## src/rtl/cache_refill_if.sv

```systemverilog
// CPU lookup port and memory refill port of the cache refill controller.
// Valid/ready: a transfer happens on a rising edge where valid & ready are both high; the
// requester holds valid and its payload stable until then, and may not retract valid early.
interface cache_refill_if #(
  parameter int ADDR_W = 11
);
  logic              cpu_req_valid;
  logic              cpu_req_ready;
  logic [ADDR_W-1:0] cpu_addr;
  logic              cpu_resp_valid;
  logic              cpu_resp_hit;
  logic              mem_req_valid;
  logic              mem_req_ready;
  logic [ADDR_W-1:0] mem_req_addr;
  logic              mem_rsp_valid;

  modport master (
    output cpu_req_valid, cpu_addr, mem_req_ready, mem_rsp_valid,
    input  cpu_req_ready, cpu_resp_valid, cpu_resp_hit, mem_req_valid, mem_req_addr
  );

  modport slave (
    input  cpu_req_valid, cpu_addr, mem_req_ready, mem_rsp_valid,
    output cpu_req_ready, cpu_resp_valid, cpu_resp_hit, mem_req_valid, mem_req_addr
  );
endinterface

```

## src/rtl/cache_refill_ctrl.sv

```systemverilog
// Direct-mapped cache sequencer: tag/valid store, hit/miss lookup, line refill and flush.
// Optional saturating hit/miss counters are built only when CACHE_STATS_EN is defined.
module cache_refill_ctrl #(
  parameter int ADDR_W   = 11,
  parameter int INDEX_W  = 4,
  parameter int OFFSET_W = 2,
  parameter int CNT_W    = 16
) (
  input  logic             clk,
  input  logic             rst,
  cache_refill_if.slave    bus,
  input  logic             flush,
  output logic             busy,
  output logic [CNT_W-1:0] hit_count,
  output logic [CNT_W-1:0] miss_count,
  output logic [2:0]       state_dbg
);
  localparam int TAG_W = ADDR_W - INDEX_W - OFFSET_W;
  localparam int LINES = 1 << INDEX_W;
  localparam logic [ADDR_W-1:0] LINE_MASK = ~ADDR_W'((1 << OFFSET_W) - 1);

  typedef enum logic [2:0] {
    S_IDLE   = 3'd0,
    S_LOOKUP = 3'd1,
    S_MREQ   = 3'd2,
    S_MWAIT  = 3'd3,
    S_RESP   = 3'd4,
    S_FLUSH  = 3'd5
  } state_t;

  state_t              state, state_nxt;
  logic [ADDR_W-1:0]   addr_q;
  logic [LINES-1:0]    valid_q;
  logic [TAG_W-1:0]    tag_q [LINES];
  logic                hit_q;
  logic                flush_pend;
  logic [OFFSET_W-1:0] beat_cnt;
  logic [INDEX_W-1:0]  fcnt;
  logic [INDEX_W-1:0]  idx;
  logic [TAG_W-1:0]    tag;
  logic                lookup_hit;
  logic                last_beat;
  logic                accept;

  assign idx        = addr_q[INDEX_W+OFFSET_W-1:OFFSET_W];
  assign tag        = addr_q[ADDR_W-1:INDEX_W+OFFSET_W];
  assign lookup_hit = valid_q[idx] & (tag_q[idx] == tag);
  assign last_beat  = (state == S_MWAIT) & bus.mem_rsp_valid & (beat_cnt == '1);
  assign accept     = bus.cpu_req_valid & bus.cpu_req_ready;

  assign bus.cpu_req_ready  = (state == S_IDLE) & ~flush & ~flush_pend;
  assign bus.cpu_resp_valid = (state == S_RESP);
  assign bus.cpu_resp_hit   = (state == S_RESP) & hit_q;
  assign bus.mem_req_valid  = (state == S_MREQ);
  assign bus.mem_req_addr   = (state == S_MREQ) ? (addr_q & LINE_MASK) : '0;
  assign busy               = (state != S_IDLE);
  assign state_dbg          = state;

  always_ff @(posedge clk or posedge rst) begin
    if (rst) state <= S_IDLE;
    else     state <= state_nxt;
  end

  always_comb begin
    state_nxt = state;
    case (state)
      S_IDLE: begin
        if (flush | flush_pend) state_nxt = S_FLUSH;
        else if (accept)        state_nxt = S_LOOKUP;
      end
      S_LOOKUP: state_nxt = lookup_hit ? S_RESP : S_MREQ;
      S_MREQ:   if (bus.mem_req_ready) state_nxt = S_MWAIT;
      S_MWAIT:  if (last_beat) state_nxt = S_RESP;
      S_RESP:   state_nxt = S_IDLE;
      S_FLUSH:  if (fcnt == '1) state_nxt = S_IDLE;
      default:  state_nxt = S_IDLE;
    endcase
  end

  always_ff @(posedge clk or posedge rst) begin
    if (rst) begin
      addr_q     <= '0;
      hit_q      <= 1'b0;
      flush_pend <= 1'b0;
      beat_cnt   <= '0;
      fcnt       <= '0;
      valid_q    <= '0;
      for (int i = 0; i < LINES; i++) tag_q[i] <= '0;
    end else begin
      if (accept) addr_q <= bus.cpu_addr;
      if (state == S_LOOKUP) hit_q <= lookup_hit;
      // A flush seen mid-transaction is remembered and serviced once back in IDLE.
      if (flush && state != S_IDLE && state != S_FLUSH) flush_pend <= 1'b1;
      else if (state == S_FLUSH && fcnt == '1)          flush_pend <= 1'b0;
      if (state == S_MREQ && bus.mem_req_ready)        beat_cnt <= '0;
      else if (state == S_MWAIT && bus.mem_rsp_valid)  beat_cnt <= beat_cnt + 1'b1;
      if (last_beat) begin
        tag_q[idx]   <= tag;
        valid_q[idx] <= 1'b1;
      end
      if (state == S_IDLE) fcnt <= '0;
      else if (state == S_FLUSH) begin
        valid_q[fcnt] <= 1'b0;
        fcnt          <= fcnt + 1'b1;
      end
    end
  end

`ifdef CACHE_STATS_EN
  always_ff @(posedge clk or posedge rst) begin
    if (rst) begin
      hit_count  <= '0;
      miss_count <= '0;
    end else if (state == S_RESP) begin
      if (hit_q) begin
        if (hit_count != '1) hit_count <= hit_count + 1'b1;
      end else begin
        if (miss_count != '1) miss_count <= miss_count + 1'b1;
      end
    end
  end
`else
  assign hit_count  = '0;
  assign miss_count = '0;
`endif

endmodule

```

## src/flat_wrapper.sv

```systemverilog
// flat-port wrapper written by rule: the top's interface ports become plain ports
module cache_refill_ctrl_flat 
#(
  parameter int ADDR_W   = 11,
  parameter int INDEX_W  = 4,
  parameter int OFFSET_W = 2,
  parameter int CNT_W    = 16
)
  (clk, rst, flush, busy, hit_count, miss_count, state_dbg, bus_cpu_req_valid, bus_cpu_addr, bus_mem_req_ready, bus_mem_rsp_valid, bus_cpu_req_ready, bus_cpu_resp_valid, bus_cpu_resp_hit, bus_mem_req_valid, bus_mem_req_addr);
  cache_refill_if #(.ADDR_W(ADDR_W)) bus_i ();
  input  logic clk;
  input  logic rst;
  input  logic flush;
  output logic busy;
  output logic [CNT_W-1:0] hit_count;
  output logic [CNT_W-1:0] miss_count;
  output logic [2:0] state_dbg;
  input wire logic [$bits(bus_i.cpu_req_valid)-1:0] bus_cpu_req_valid;
  input wire logic [$bits(bus_i.cpu_addr)-1:0] bus_cpu_addr;
  input wire logic [$bits(bus_i.mem_req_ready)-1:0] bus_mem_req_ready;
  input wire logic [$bits(bus_i.mem_rsp_valid)-1:0] bus_mem_rsp_valid;
  output wire logic [$bits(bus_i.cpu_req_ready)-1:0] bus_cpu_req_ready;
  output wire logic [$bits(bus_i.cpu_resp_valid)-1:0] bus_cpu_resp_valid;
  output wire logic [$bits(bus_i.cpu_resp_hit)-1:0] bus_cpu_resp_hit;
  output wire logic [$bits(bus_i.mem_req_valid)-1:0] bus_mem_req_valid;
  output wire logic [$bits(bus_i.mem_req_addr)-1:0] bus_mem_req_addr;
  assign bus_i.cpu_req_valid = bus_cpu_req_valid;
  assign bus_i.cpu_addr = bus_cpu_addr;
  assign bus_i.mem_req_ready = bus_mem_req_ready;
  assign bus_i.mem_rsp_valid = bus_mem_rsp_valid;
  assign bus_cpu_req_ready = bus_i.cpu_req_ready;
  assign bus_cpu_resp_valid = bus_i.cpu_resp_valid;
  assign bus_cpu_resp_hit = bus_i.cpu_resp_hit;
  assign bus_mem_req_valid = bus_i.mem_req_valid;
  assign bus_mem_req_addr = bus_i.mem_req_addr;
  cache_refill_ctrl #(.ADDR_W(ADDR_W), .INDEX_W(INDEX_W), .OFFSET_W(OFFSET_W), .CNT_W(CNT_W)) u_core (.clk(clk), .rst(rst), .bus(bus_i), .flush(flush), .busy(busy), .hit_count(hit_count), .miss_count(miss_count), .state_dbg(state_dbg));
endmodule
```

## config.mk

```make
export PLATFORM = sky130hd
export DESIGN_NAME = cache_refill_ctrl_flat
export DESIGN_NICKNAME = d
export VERILOG_FILES = /design/src/rtl/cache_refill_if.sv /design/src/rtl/cache_refill_ctrl.sv /design/src/flat_wrapper.sv
export SDC_FILE = /design/constraint.sdc
export NUM_CORES = 1
export LEC_CHECK = 0
export ABC_AREA = 1
export CAP_MARGIN = 20
export CELL_PAD_IN_SITES_DETAIL_PLACEMENT = 1
export CELL_PAD_IN_SITES_GLOBAL_PLACEMENT = 1
export CORE_MARGIN = 2
export CORE_UTILIZATION = 45
export DETAILED_ROUTE_END_ITERATION = 8
export PLACE_DENSITY_LB_ADDON = 0.1
export RECOVER_POWER = 25
export SYNTH_ARGS = -nofsm -noshare
export SYNTH_HDL_FRONTEND = slang
export SYNTH_SLANG_ARGS = --single-unit
```

## constraint.sdc

```tcl
create_clock -name clk -period 6.8 [get_ports clk]
set_input_delay 1.36 -clock clk [delete_from_list [all_inputs] [get_ports clk]]
set_output_delay 1.36 -clock clk [all_outputs]
set_load 0.05 [all_outputs]
```

==> results of run 1 <==
## cell families (layout without fill, tap and decap cells)
group,Yosys count,count (layout)
buf+inv,114,127
xor+xnor,1,1
other cells,1,34
flops,116,116
compound gates,130,130
fa+ha+maj,5,5
simple gates,428,428
## cells in the mapped netlist, types with 2 or more instances
| cell type | count | share of area [%] |
|---|---|---|
| nor3_1 | 5 | 0.42 |
| nand4_2 | 3 | 0.62 |
| nand3_1 | 10 | 0.83 |
| buf_6 | 5 | 0.93 |
| nor2_4 | 7 | 1.3 |
| buf_4 | 34 | 4.2 |
| buf_2 | 8 | 0.66 |
| inv_1 | 38 | 2.4 |
| ha_1 | 5 | 1.0 |
| a31oi_1 | 19 | 2.0 |
| inv_2 | 17 | 1.1 |
| nand2_2 | 2 | 0.21 |
| o21ai_0 | 89 | 7.4 |
| nor2_1 | 55 | 3.4 |
| dfrtp_1 | 116 | 48 |
| a21oi_1 | 12 | 1.0 |
| nand2_1 | 338 | 21 |
| o21ai_1 | 5 | 0.42 |
| nor2_2 | 3 | 0.31 |
| clkbuf_1 | 12 | 0.75 |
## path summary, 6_finish.rpt
| kind | startpoint | endpoint | slack (ps) | cells past startpoint |
|---|---|---|---|---|
| worst min register to register | u_core.tag_q[29]$_DFFE_PP0P_ | u_core.tag_q[29]$_DFFE_PP0P_ | 480 | 2 |
| worst max register to register | u_core.addr_q[2]$_DFFE_PP0P_ | u_core.state_dbg[1]$_DFFE_PP0P_ | 3990 | 18 |
| worst max-delay path | flush | bus_cpu_req_ready | 2510 | 3 |
| min in group asynchronous | rst | u_core.tag_q[44]$_DFFE_PP0P_ | 2050 | 2 |
| max in group asynchronous | rst | u_core.valid_q[11]$_DFF_PP0_ | 3070 | 3 |
| worst min-delay path | u_core.tag_q[29]$_DFFE_PP0P_ | u_core.tag_q[29]$_DFFE_PP0P_ | 480 | 2 |
## state kept, by name, summed over array words and instances, names as in the netlist
name / count
u_core.state_dbg: 3
u_core.tag_q: 80
u_core.valid_q: 16
u_core.flush_pend: 1
u_core.hit_q: 1
u_core.addr_q: 9
u_core.beat_cnt: 2
u_core.fcnt: 4
## per-layer routing
metal | share of wire, % | vias to the layer above | wire length, um | GRT usage [%]
met2 | 48 | 112 | 8490 | 43.1
met4 | 2.9 | 0 | 513 | 12.0
met3 | 3.7 | 36 | 655 | 5.61
met5 | 0 | - | 0 | 0
li1 | - | 2507 | - | -
met1 | 45 | 2595 | 7890 | 33.9
## area by class of cell
| cell class | count | area (sq um) |
|---|---|---|
| Clock inverter | 10 | 128 |
| Multi-Input combinational cell | 598 | 2620 |
| Tap cell | 176 | 220 |
| Sequential cell | 116 | 2900 |
| Clock buffer | 22 | 484 |
| Fill cell | 1647 | 6200 |
| Timing Repair Buffer | 40 | 374 |
| Inverter | 55 | 208 |
## worst reg2reg max path: cells and delay by family (launching register included)
family	cells	cell delay, ps
AO/OA/AOI/OAI	1	90
buffers and inverters	3	1000
flip-flops	1	360
AND/OR/NAND/NOR	14	1250
## power groups by stage
stage               sequential (uW)  clock, uW  combinational (uW)
floorplan                       805          0                 452
global placement                782          0                 658
detailed placement              786          0                 672
CTS                             775        939                 679
global route                    780        968                 725
finish                          773        921                 669
## through the flow
stage                     cells  power (uW)  hold WS, ps  area, sq um
after detailed placement    985        1460          473         6360
after global routing       1017        2470          510         6940
final                      1017        2360          484         6940
after global placement      985        1440          466         6360
after CTS                  1017        2390          487         6970
after floorplan             828        1260          453         6150
==> results.md, run 1 <==
- Outcome: finished, violations left
- Failing checks: capacitance limit, slew limit
- TNS Setup: 0 ps
- VDD IR-drop max: 0.197 mV
- Total track usage: 26.4%
- Synth Area in Simple Gates: 29.0%
- Sequential share of power: 32.7%
- Clk sinks: 116
- Comb power frac: 28.3%
- HPWL after DPL: 11,600 um
- Syn Inst Count: 795
- Post-synthesis compound-gate area fraction: 11.5%
- Vias in the first global route: 5,608
- FF+latch count, synth: 116
- Worst Tran Pin Value: 2420 ps
- Slew Limit Headroom: -62.0%
- CTS tree: done
- Largest net degree at the start of global routing: 65
- CTS H-tree depth: 4
- Internal power: 1500 uW
- P_sw: 864 uW
- Power per Cell Area: 341 nW/um^2
- First-iteration detailed-routing DRC count: 277
- Commonest non-fill, non-tap cell in the layout: nand2_1
- Nets@finish: 850
- Clk Latency, worst-skew pair: 420 ps
- Setup Skew: 9.79 ps
- Syn-to-layout area delta: 15.1%
- Largest family of logic cells by synthesized area: simple AND/OR/NAND/NOR gates
- Syn avg cell area: 7.58 sq um
- Post_cts resized: 0
- Num CTS Buffers: 17
- Leak: 0.00350 uW
- Hold Path Class: register to register
- Critical Path AT: 2930 ps
- Clock group share of total power: 39.0%
- Total gr overflow: 0
- Slowest cell on crit path: clkdlybuf4s50_1
- Fin. Hold Viols: 0
- PortBufs: 31
- Final Core Density: 52.8%
- First-pass GRT wire length: 28,900 um
- Remaining antenna violation count: 0
- Per-cell routed wire length: 17.3 um
- Crit-path leading delay family: buffers and inverters
- Post-synth EDFFs: 0
- Worst-path cell chain: clkdlybuf4s50_1, nor3_4, clkdlybuf4s50_1
- RSZ-0062 raised after global routing: false
- Switching Share: 36.6%
- CP bufs+invs: 2
- Final GP Congestion: 0.833
- Synthesized area: 6020 sq um
- Root Buffer: clkbuf_16
- Ports: 68
- Residual DRC: 0
- Period utilization: 63.0%
- Die H: 120 um
- Antenna violations before repair: 0
- Xor/xnor share of the synthesized area: 0.145%
- CP startpoint kind: input pin
- WP data required: 5440 ps
- Core area: 13,100 sq um
- CP peak stage delay: 840 ps
- First-pass DRT Iterations: 5
- Sequential area share after synthesis: 48.2%
- Final WS setup: 2510 ps
- Share of layout cells above drive strength 1: 8.44%
- Chip width: 120 um
- Crit Path Max Fanout: 3
- Vias: 5,250
- Main synth FF type: dfrtp_1
- CP Capture Type: primary output
- CTS hold repair buffers: 0
- Clk buf depth: 2
- Most frequent cells in the layout: 339 x nand2_1, 116 x dfrtp_1, 89 x o21ai_0
- MaxCap Viol Count: 1
- Post-Route WL: 17,600 um
- Mux cell area share after synthesis: 0%
- Final setup fails: 0
- Ys Warns: 0
- Synth cell types: 32
- Die area: 14,300 sq um
- Setup Slack @ Placement: 2490 ps
- Fmax: 233 MHz
- Vias per cell: 5.16
- # Post-CTS Setup Buffers: 0
- Starting Density: 45.8%
- # rows: 42
- Pins over their slew limit: 54
- Antenna diodes: 0
- CP dominant cell by count: clkdlybuf4s50_1
- Async S/R FF share, synth: 100%
- CP Class: input pin to primary output
- Post-layout minimum cycle time: 4290 ps
- Post-synthesis adder-cell area fraction: 1.04%
- Clock Pin Slew Worst Setup and Hold Paths: 50 ps
No activity file was read; power rests on OpenSTA's default activity.
==> run 2: changes to the inputs <==
--- a/config.mk
+++ b/config.mk
@@ -10,7 +10,7 @@
 export CELL_PAD_IN_SITES_DETAIL_PLACEMENT = 1
 export CELL_PAD_IN_SITES_GLOBAL_PLACEMENT = 1
 export CORE_MARGIN = 2
-export CORE_UTILIZATION = 45
+export CORE_UTILIZATION = 37
 export DETAILED_ROUTE_END_ITERATION = 8
 export PLACE_DENSITY_LB_ADDON = 0.1
 export RECOVER_POWER = 25
==> constraint.sdc (replaced) <==
create_clock -name clk -period 3.9 [get_ports clk]
set_input_delay 0.78 -clock clk [delete_from_list [all_inputs] [get_ports clk]]
set_output_delay 0.78 -clock clk [all_outputs]
set_load 0.05 [all_outputs]
==> run 2 against run 1 <==
The flow still finishes with violations (capacitance limit, slew limit). Power grew 80%. Clock power grew 83%. Largest power group unchanged. Combinational power is 78% higher. Utilization shrank 8.2 points.
==> results.md, run 2 (synthesis gave the netlist of run 1 again) <==
- Outcome: finished, violations left
- Failing checks: capacitance limit, slew limit
- Final GP Congestion: 0.800
- Clk buf depth: 2
- M2 GR Usage: 36.7%
- CP peak stage delay: 830 ps
- MaxCap Viol Count: 1
- CTS H-tree depth: 4
- Die area: 17,300 sq um
- Leak: 0.00354 uW
- CP bufs+invs: 3
- Critical R2R Launch: u_core.addr_q[3]$_DFFE_PP0P_
- Largest net degree at the start of global routing: 69
- Root Buffer: clkbuf_16
- Crit-path leading delay family: buffers and inverters
- CP dominant cell by count: nor2_1
- CP startpoint kind: register
- Critical Path AT: 2590 ps
- Setup Skew: 7.12 ps
- Final Instance Area: 7090 sq um
- Fin. Hold Viols: 0
- Period utilization: 86.4%
- First-iteration detailed-routing DRC count: 279
- Chip width: 132 um
- Total track usage: 22.0%
- HPWL after DPL: 12,200 um
- First-pass GRT wire length: 29,900 um
- Antenna violations before repair: 0
- Die H: 132 um
- Power per Cell Area: 599 nW/um^2
- Worst Hold Launch: u_core.tag_q[4]$_DFFE_PP0P_
- Worst setup path start: u_core.state_dbg[0]$_DFFE_PP0P_
- # rows: 46
- FF/Latch Area: 2900 sq um
- CTS tree: done
- Met3 usage: 4.28%
- CP Class: register to primary output
- Post-Route WL: 18,000 um
- Post_cts resized: 0
- Clk sinks: 116
- CP Capture Type: primary output
- Vias in the first global route: 5,589
- Global routing's busiest layer: met2
- RSZ-0062 raised after global routing: false
- Core area: 15,900 sq um
- Worst-path cell chain: nor2_1, inv_1, nor2_1, inv_1, nor2_1, clkdlybuf4s50_1
- Remaining antenna violation count: 0
- Commonest non-fill, non-tap cell in the layout: nand2_1
- Antenna diodes: 0
- VDD IR-drop max: 0.323 mV
- Residual DRC: 0
- Most frequent cells in the layout: 338 x nand2_1, 116 x dfrtp_1, 89 x o21ai_0
- CTS hold repair buffers: 0
- # Post-CTS Setup Buffers: 0
- Num CTS Buffers: 17
- Total gr overflow: 0
- Ports: 68
- Worst Tran Pin Value: 2280 ps
- Largest registers: u_core.tag_q x80, u_core.valid_q x16, u_core.addr_q x9
- Vias per cell: 4.92
- Clk Latency, worst-skew pair: 420 ps
- Syn-to-layout area delta: 17.7%
- Share of layout cells above drive strength 1: 9.25%
- Post-layout minimum cycle time: 3370 ps
- Fillers: 1,960
- Final setup fails: 0
- Starting Density: 37.9%
- Biggest register: u_core.tag_q
- WP data required: 3120 ps
- Nets@finish: 853
- Clock Pin Slew Worst Setup and Hold Paths: 60 ps
- Crit Path Max Fanout: 11
- Max FFs per register: 80
- TNS Setup: 0 ps
- First-pass DRT Iterations: 4
- Hold Path Class: register to register
- PortBufs: 31
- Slowest cell on crit path: clkdlybuf4s50_1
- Vias: 5,211
- Slew Limit Headroom: -53.1%
- Fmax: 297 MHz
- Multi-input gate area: 2640 sq um
- Per-cell routed wire length: 17.0 um
- Pins over their slew limit: 49
- Met1 Use GR: 29.2%
- Placed cell area: 6460 sq um
-- run 2: cell type report --
cell class                      instances  area share (%)
Clock buffer                           22            6.83
Timing Repair Buffer                   43            6.09
Inverter                               55            2.93
Sequential cell                       116            41.0
Tap cell                              216            3.81
Clock inverter                          9            2.12
Multi-Input combinational cell        598            37.3
-- run 2: metrics by stage --
stage	hold WS [ps]	util, %	instances	setup slack, ps	total power (uW)
after global routing	511	44.6	1059	244	4450
final	483	44.6	1059	531	4240
after CTS	488	44.7	1059	424	4300
after floorplan	453	-	828	47.6	2190
after global placement	466	40.7	1028	766	2560
after detailed placement	473	40.7	1028	723	2590
-- run 2: report_power, final --
part / internal, uW / total (uW) / switching, uW / leakage, uW
Combinational: 293 / 1190 / 900 / 0.00167
Sequential: 1280 / 1360 / 76.5 / 0.00156
Clock: 1130 / 1690 / 563 / 0.000308
-- run 2: worst paths after layout --
kind	end	slack (ps)	cells after the start
max	bus_mem_req_addr[7]	530	6
min reg2reg	u_core.tag_q[4]$_DFFE_PP0P_	480	2
max in group asynchronous	u_core.fcnt[3]$_DFFE_PP0P_	1340	3
min in group asynchronous	u_core.tag_q[51]$_DFFE_PP0P_	1440	2
min	u_core.tag_q[4]$_DFFE_PP0P_	480	2
max reg2reg	u_core.state_dbg[1]$_DFFE_PP0P_	1450	16
-- run 2: worst min-delay path: cells and delay by family, from the launching register on --
kind	cells	cell delay, ps
compound gates	1	50
flops	1	340
simple gates	1	50
-- run 2: routing by layer --
metal	vias to the layer above	share of wire [%]
met3	21	3.6
li1	2517	-
met5	-	0
met4	0	1.4
met1	2583	46
met2	90	49
==> edit 1 (config.mk and constraints of run 2) <==
`ADDR_W` is set to 11 in 3 places; all go to 12.
--- a/src/rtl/cache_refill_if.sv
+++ b/src/rtl/cache_refill_if.sv
@@ -4,3 +4,3 @@
 interface cache_refill_if #(
-  parameter int ADDR_W = 11
+  parameter int ADDR_W = 12
 );
--- a/src/rtl/cache_refill_ctrl.sv
+++ b/src/rtl/cache_refill_ctrl.sv
@@ -3,3 +3,3 @@
 module cache_refill_ctrl #(
-  parameter int ADDR_W   = 11,
+  parameter int ADDR_W   = 12,
   parameter int INDEX_W  = 4,
--- a/src/flat_wrapper.sv
+++ b/src/flat_wrapper.sv
@@ -3,3 +3,3 @@
 #(
-  parameter int ADDR_W   = 11,
+  parameter int ADDR_W   = 12,
   parameter int INDEX_W  = 4,
Ports: changed (resized bus_cpu_addr and bus_mem_req_addr); port bits go from 68 to 70. No check against the original RTL was run, so the function may have changed too.
==> edit 1 against run 2 <==
Sequential share of layout area is 2.2 points higher; largest power group unchanged; setup slack improved by 75 ps; non-clock buffer count increased by 3; the run still ends with capacitance limit, slew limit left; wire length grew 12%; sequential cell count rose by 17; highest routed layer unchanged; final area grew 8.8%; total power increased by 4.2%; area after synthesis up 12%.
==> edit 1: results (changes against run 2) <==
Final hold slack -> 483 ps (about the same)
Seq cells -> 133 (was 116)
Total GRT Usage -> 0.219 (was 0.220)
Leakage -> 0.00388 µW (was 0.00354 µW)
Fill count -> 2275 (was 1960)
Top cells by count, synth -> nand2_1, dfrtp_1, o21ai_0 (unchanged)
WHS Endpoint -> u_core.tag_q[5] (was u_core.tag_q[4])
CP Data Arrival Time -> 2510 ps (was 2590 ps)
Final std cells w/o fill -> 1177 (was 1059)
Vias in the first global route -> 6172 (was 5589)
Largest net degree at the start of global routing -> 134 (was 69)
Layout cells sized above 1 -> 0.0591 (was 0.0925)
Multi-In Gates -> 682 (was 598)
Clock buf count -> 21 (was 22)
Distinct cells, synth -> 26 (was 32)
Synth top area cells -> dfrtp_1, nand2_1, o21ai_0 (unchanged)
Initial drt markers -> 362 (was 279)
Failing checks -> capacitance limit, slew limit (unchanged)
First-pass GRT wire length -> 33100 µm (was 29900 µm)
Fin. max-slew vios -> 134 (was 49)
Max-cap viol count -> 1 (unchanged)
Seq/Total Area, Yosys -> 0.495 (was 0.482)
HPWL reported at the end of detailed placement -> 13800 µm (was 12200 µm)
Multi-input logic area -> 0.00287 mm² (was 0.00264 mm²)
Signal buf overhead -> 0.0563 (was 0.0609)
Drt wl/cell -> 17.1 µm (was 17.0 µm)
Seq area share -> 0.431 (was 0.410)
Run status -> complete, but fails checks (unchanged)
Compound-Gate Fraction of Synth Area -> 0.109 (was 0.115)
Synth Area in XOR/XNOR -> 0.00130 (was 0.00145)
Reg2reg setup slack -> 1300 ps (was 1450 ps)
Util after Layout -> 0.431 (was 0.446)
Sw Share -> 0.382 (was 0.363)
Nonclk buf count -> 46 (was 43)
Reg-to-reg startpoint -> u_core.addr_q[2] (was u_core.addr_q[3])
Area after DPL -> 0.00714 mm² (was 0.00646 mm²)
Gpl congestion -> 0.835 (was 0.800)
edit 1: routing by layer:
layer	global-route usage	share of wire
met1	0.296	0.47
met2	0.363	0.49
met3	0.0387	0.031
met4	0.0633	0.011
met5	0	0
edit 1: how the worst max path moves through the flow:
stage | end | from | slack, ps
final | bus_mem_req_addr[11] | u_core.state_dbg[2] | 610
after global routing | bus_mem_req_addr[11] | u_core.state_dbg[2] | 430
after CTS | bus_mem_req_addr[11] | u_core.state_dbg[2] | 570
after detailed placement | bus_cpu_req_ready | flush | 800
after global placement | bus_cpu_req_ready | flush | 810
after floorplan | bus_mem_req_addr[10] | u_core.state_dbg[2] | 520
edit 1: power by group through the flow:
stage	sequential [µW]	combinational, µW	clock [µW]
3_3_place_gp	1560	1270	0
5_1_grt	1560	1390	1700
2_1_floorplan	1580	843	0
4_1_cts	1550	1300	1620
6_report	1550	1280	1600
3_5_place_dp	1570	1300	0
edit 1: tightest hold or removal path, stage by stage (launching register included):
cell and delay (ps):
dfrtp_1 340, nand2_1 50, o21ai_0 60
==> edit 2 (flow settings as in run 2) <==
Made on the original files. Register the output `state_dbg` once more; this adds one clock of latency there. The other outputs are not delayed to match.
--- a/src/rtl/cache_refill_ctrl.sv
+++ b/src/rtl/cache_refill_ctrl.sv
@@ -56,3 +56,5 @@
   assign busy               = (state != S_IDLE);
-  assign state_dbg          = state;
+  always_ff @(posedge clk) begin
+    state_dbg <= state;
+  end
 
Behaviour: not the same (Yosys sat finds a counterexample within 4 cycles, from zero or initial values and one cycle with rst high).
==> edit 2 against run 2 <==
The run still ends with capacitance limit, slew limit left; setup slack lost 49 ps; sequential cell count up 3; sequential share of layout area grew 1.7 points; area after synthesis decreased by 0.75%; total power fell by 4.3%; clock power is 10% lower; wire length rose by 1.6%; final area is 2.0% lower; clock skew fell by 0.70 ps; critical endpoint is now bus_mem_req_addr[4]; highest routed layer unchanged.
==> edit 2: results (changes against run 2) <==
Net switching power of the design -> 1520 µW (was 1540 µW)
First-pass GRT wire length -> 29800 µm (was 29900 µm)
Final setup skew -> 6.42 ps (was 7.12 ps)
Seq area share -> 0.427 (was 0.410)
Clock power share -> 0.375 (was 0.399)
Nonclk buf count -> 41 (was 43)
WL final -> 18300 µm (was 18000 µm)
Layout cells sized above 1 -> 0.0686 (was 0.0925)
Fill count -> 1978 (was 1960)
Drt wl/cell -> 17.2 µm (was 17.0 µm)
Gpl congestion -> 0.835 (was 0.800)
Inserted Diodes -> 0 (unchanged)
Area after DPL -> 0.00640 mm² (was 0.00646 mm²)
Final Setup Violations -> 0 (unchanged)
Worst-Margin Slew -> 1860 ps (was 2280 ps)
Leakage -> 0.00350 µW (was 0.00354 µW)
Max FO, Critical Path -> 11 (unchanged)
Total GRT Usage -> 0.223 (was 0.220)
Run status -> complete, but fails checks (unchanged)
HP Class -> reg -> reg (unchanged)
Clock buf count -> 24 (was 22)
Vias in the first global route -> 5417 (was 5589)
Multi-input combinational area share -> 0.365 (was 0.373)
Worst VDD drop -> 388 µV (was 323 µV)
Post-placement cell count -> 1030 (was 1028)
Gr ovfl total -> 0 (unchanged)
Largest buffer count on any clock path -> 2 (unchanged)
Fin. max-slew vios -> 43 (was 49)
Pwr Density -> 585 mW/mm² (was 599 mW/mm²)
Top FF cell, synth -> dfrtp_1 (unchanged)
Max-cap viol count -> 1 (unchanged)
Failing checks -> capacitance limit, slew limit (unchanged)
Top cells by count, synth -> nand2_1, dfrtp_1, o21ai_0 (unchanged)
Multi-In Gates -> 598 (unchanged)
Biggest regs -> u_core.tag_q x80, u_core.valid_q x16, u_core.addr_q x9 (unchanged)
Seq cells -> 119 (was 116)
Largest stage delay, worst path -> 820 ps
TritonRoute pass-1 iters -> 4 (unchanged)
Non-CTS inverters -> 56 (was 55)
Clock buf/inv share -> 0.0824 (was 0.0895)
Signal buf overhead -> 0.0564 (was 0.0609)
Reg power frac -> 0.342 (was 0.320)
Avg Cell Area, Syn -> 7.48 µm² (was 7.58 µm²)
Worst-path clk slew -> 50 ps
Distinct cells, synth -> 28 (was 32)
Routed vias/inst -> 4.86 (was 4.92)
Largest net degree at the start of global routing -> 76 (was 69)
Async S/R FF share, synth -> 0.975 (was 1.00)
Post-cts resize count -> 0 (unchanged)
Nets -> 855 (was 853)
CP Data Arrival Time -> 2640 ps (was 2590 ps)
Initial drt markers -> 277 (was 279)
HPWL reported at the end of detailed placement -> 12300 µm (was 12200 µm)
Synth top area cells -> dfrtp_1, nand2_1, o21ai_0 (unchanged)
Seq/Total Area, Yosys -> 0.496 (was 0.482)
==> edit 2: changes by cell type after synthesis, moves of 3 or more <==
cell and delta:
nor2_4 -7, nor2_1 +6, buf_4 +4, inv_2 -5, inv_1 +6, dfxtp_1 +3
buf_6 -3, a31oi_1 -3, a21oi_1 +4
==> edit 2: layer usage <==
layer  routed length [µm]  part of all wire  track usage  vias to the layer above
li1                     -                 -            -                     2522
met1                 8660              0.47        0.309                     2532
met2                 8740              0.48        0.356                       89
met3                  635             0.035       0.0378                       16
met4                  223             0.012       0.0755                        0
met5                    0                 0            0                        -
==> edit 2: path summary, 6_finish.rpt <==
| path | startpoint | end | slack [ps] | cells after the start |
|---|---|---|---|---|
| max | u_core.state[2] | bus_mem_req_addr[4] | 480 | 6 |
| min | u_core.state[0] | u_core.state_dbg[0] | 460 | 0 |
| max reg2reg | u_core.addr_q[2] | u_core.state[2] | 1370 | 15 |
| min reg2reg | u_core.state[0] | u_core.state_dbg[0] | 460 | 0 |
| max in group asynchronous | rst | u_core.tag_q[11] | 720 | 3 |
| min in group asynchronous | rst | u_core.tag_q[28] | 1270 | 2 |
==> edit 2: worst max-delay path: cells and delay by family (launching register included) <==
kind                   cells  cell delay (ps)
DFF                        1              430
buffers and inverters      3             1210
and+or+nand+nor            3              570
==> edit 2: metrics by stage <==
stage / power [µW] / hold slack, ps / worst slack (ps)
after detailed placement: 2570 / 444 / 816
after global placement: 2550 / 428 / 808
after global routing: 4250 / 481 / 277
after CTS: 4110 / 462 / 434
after floorplan: 2200 / 408 / 47.6
final: 4060 / 456 / 482
==> edit 2: kinds of logic after synthesis <==
group / synth area share
other cells: 0.000627
buf+inv: 0.100
simple gates: 0.276
xor+xnor: 0.00293
flops: 0.496
fa+ha+maj: 0.0105
compound gates: 0.114
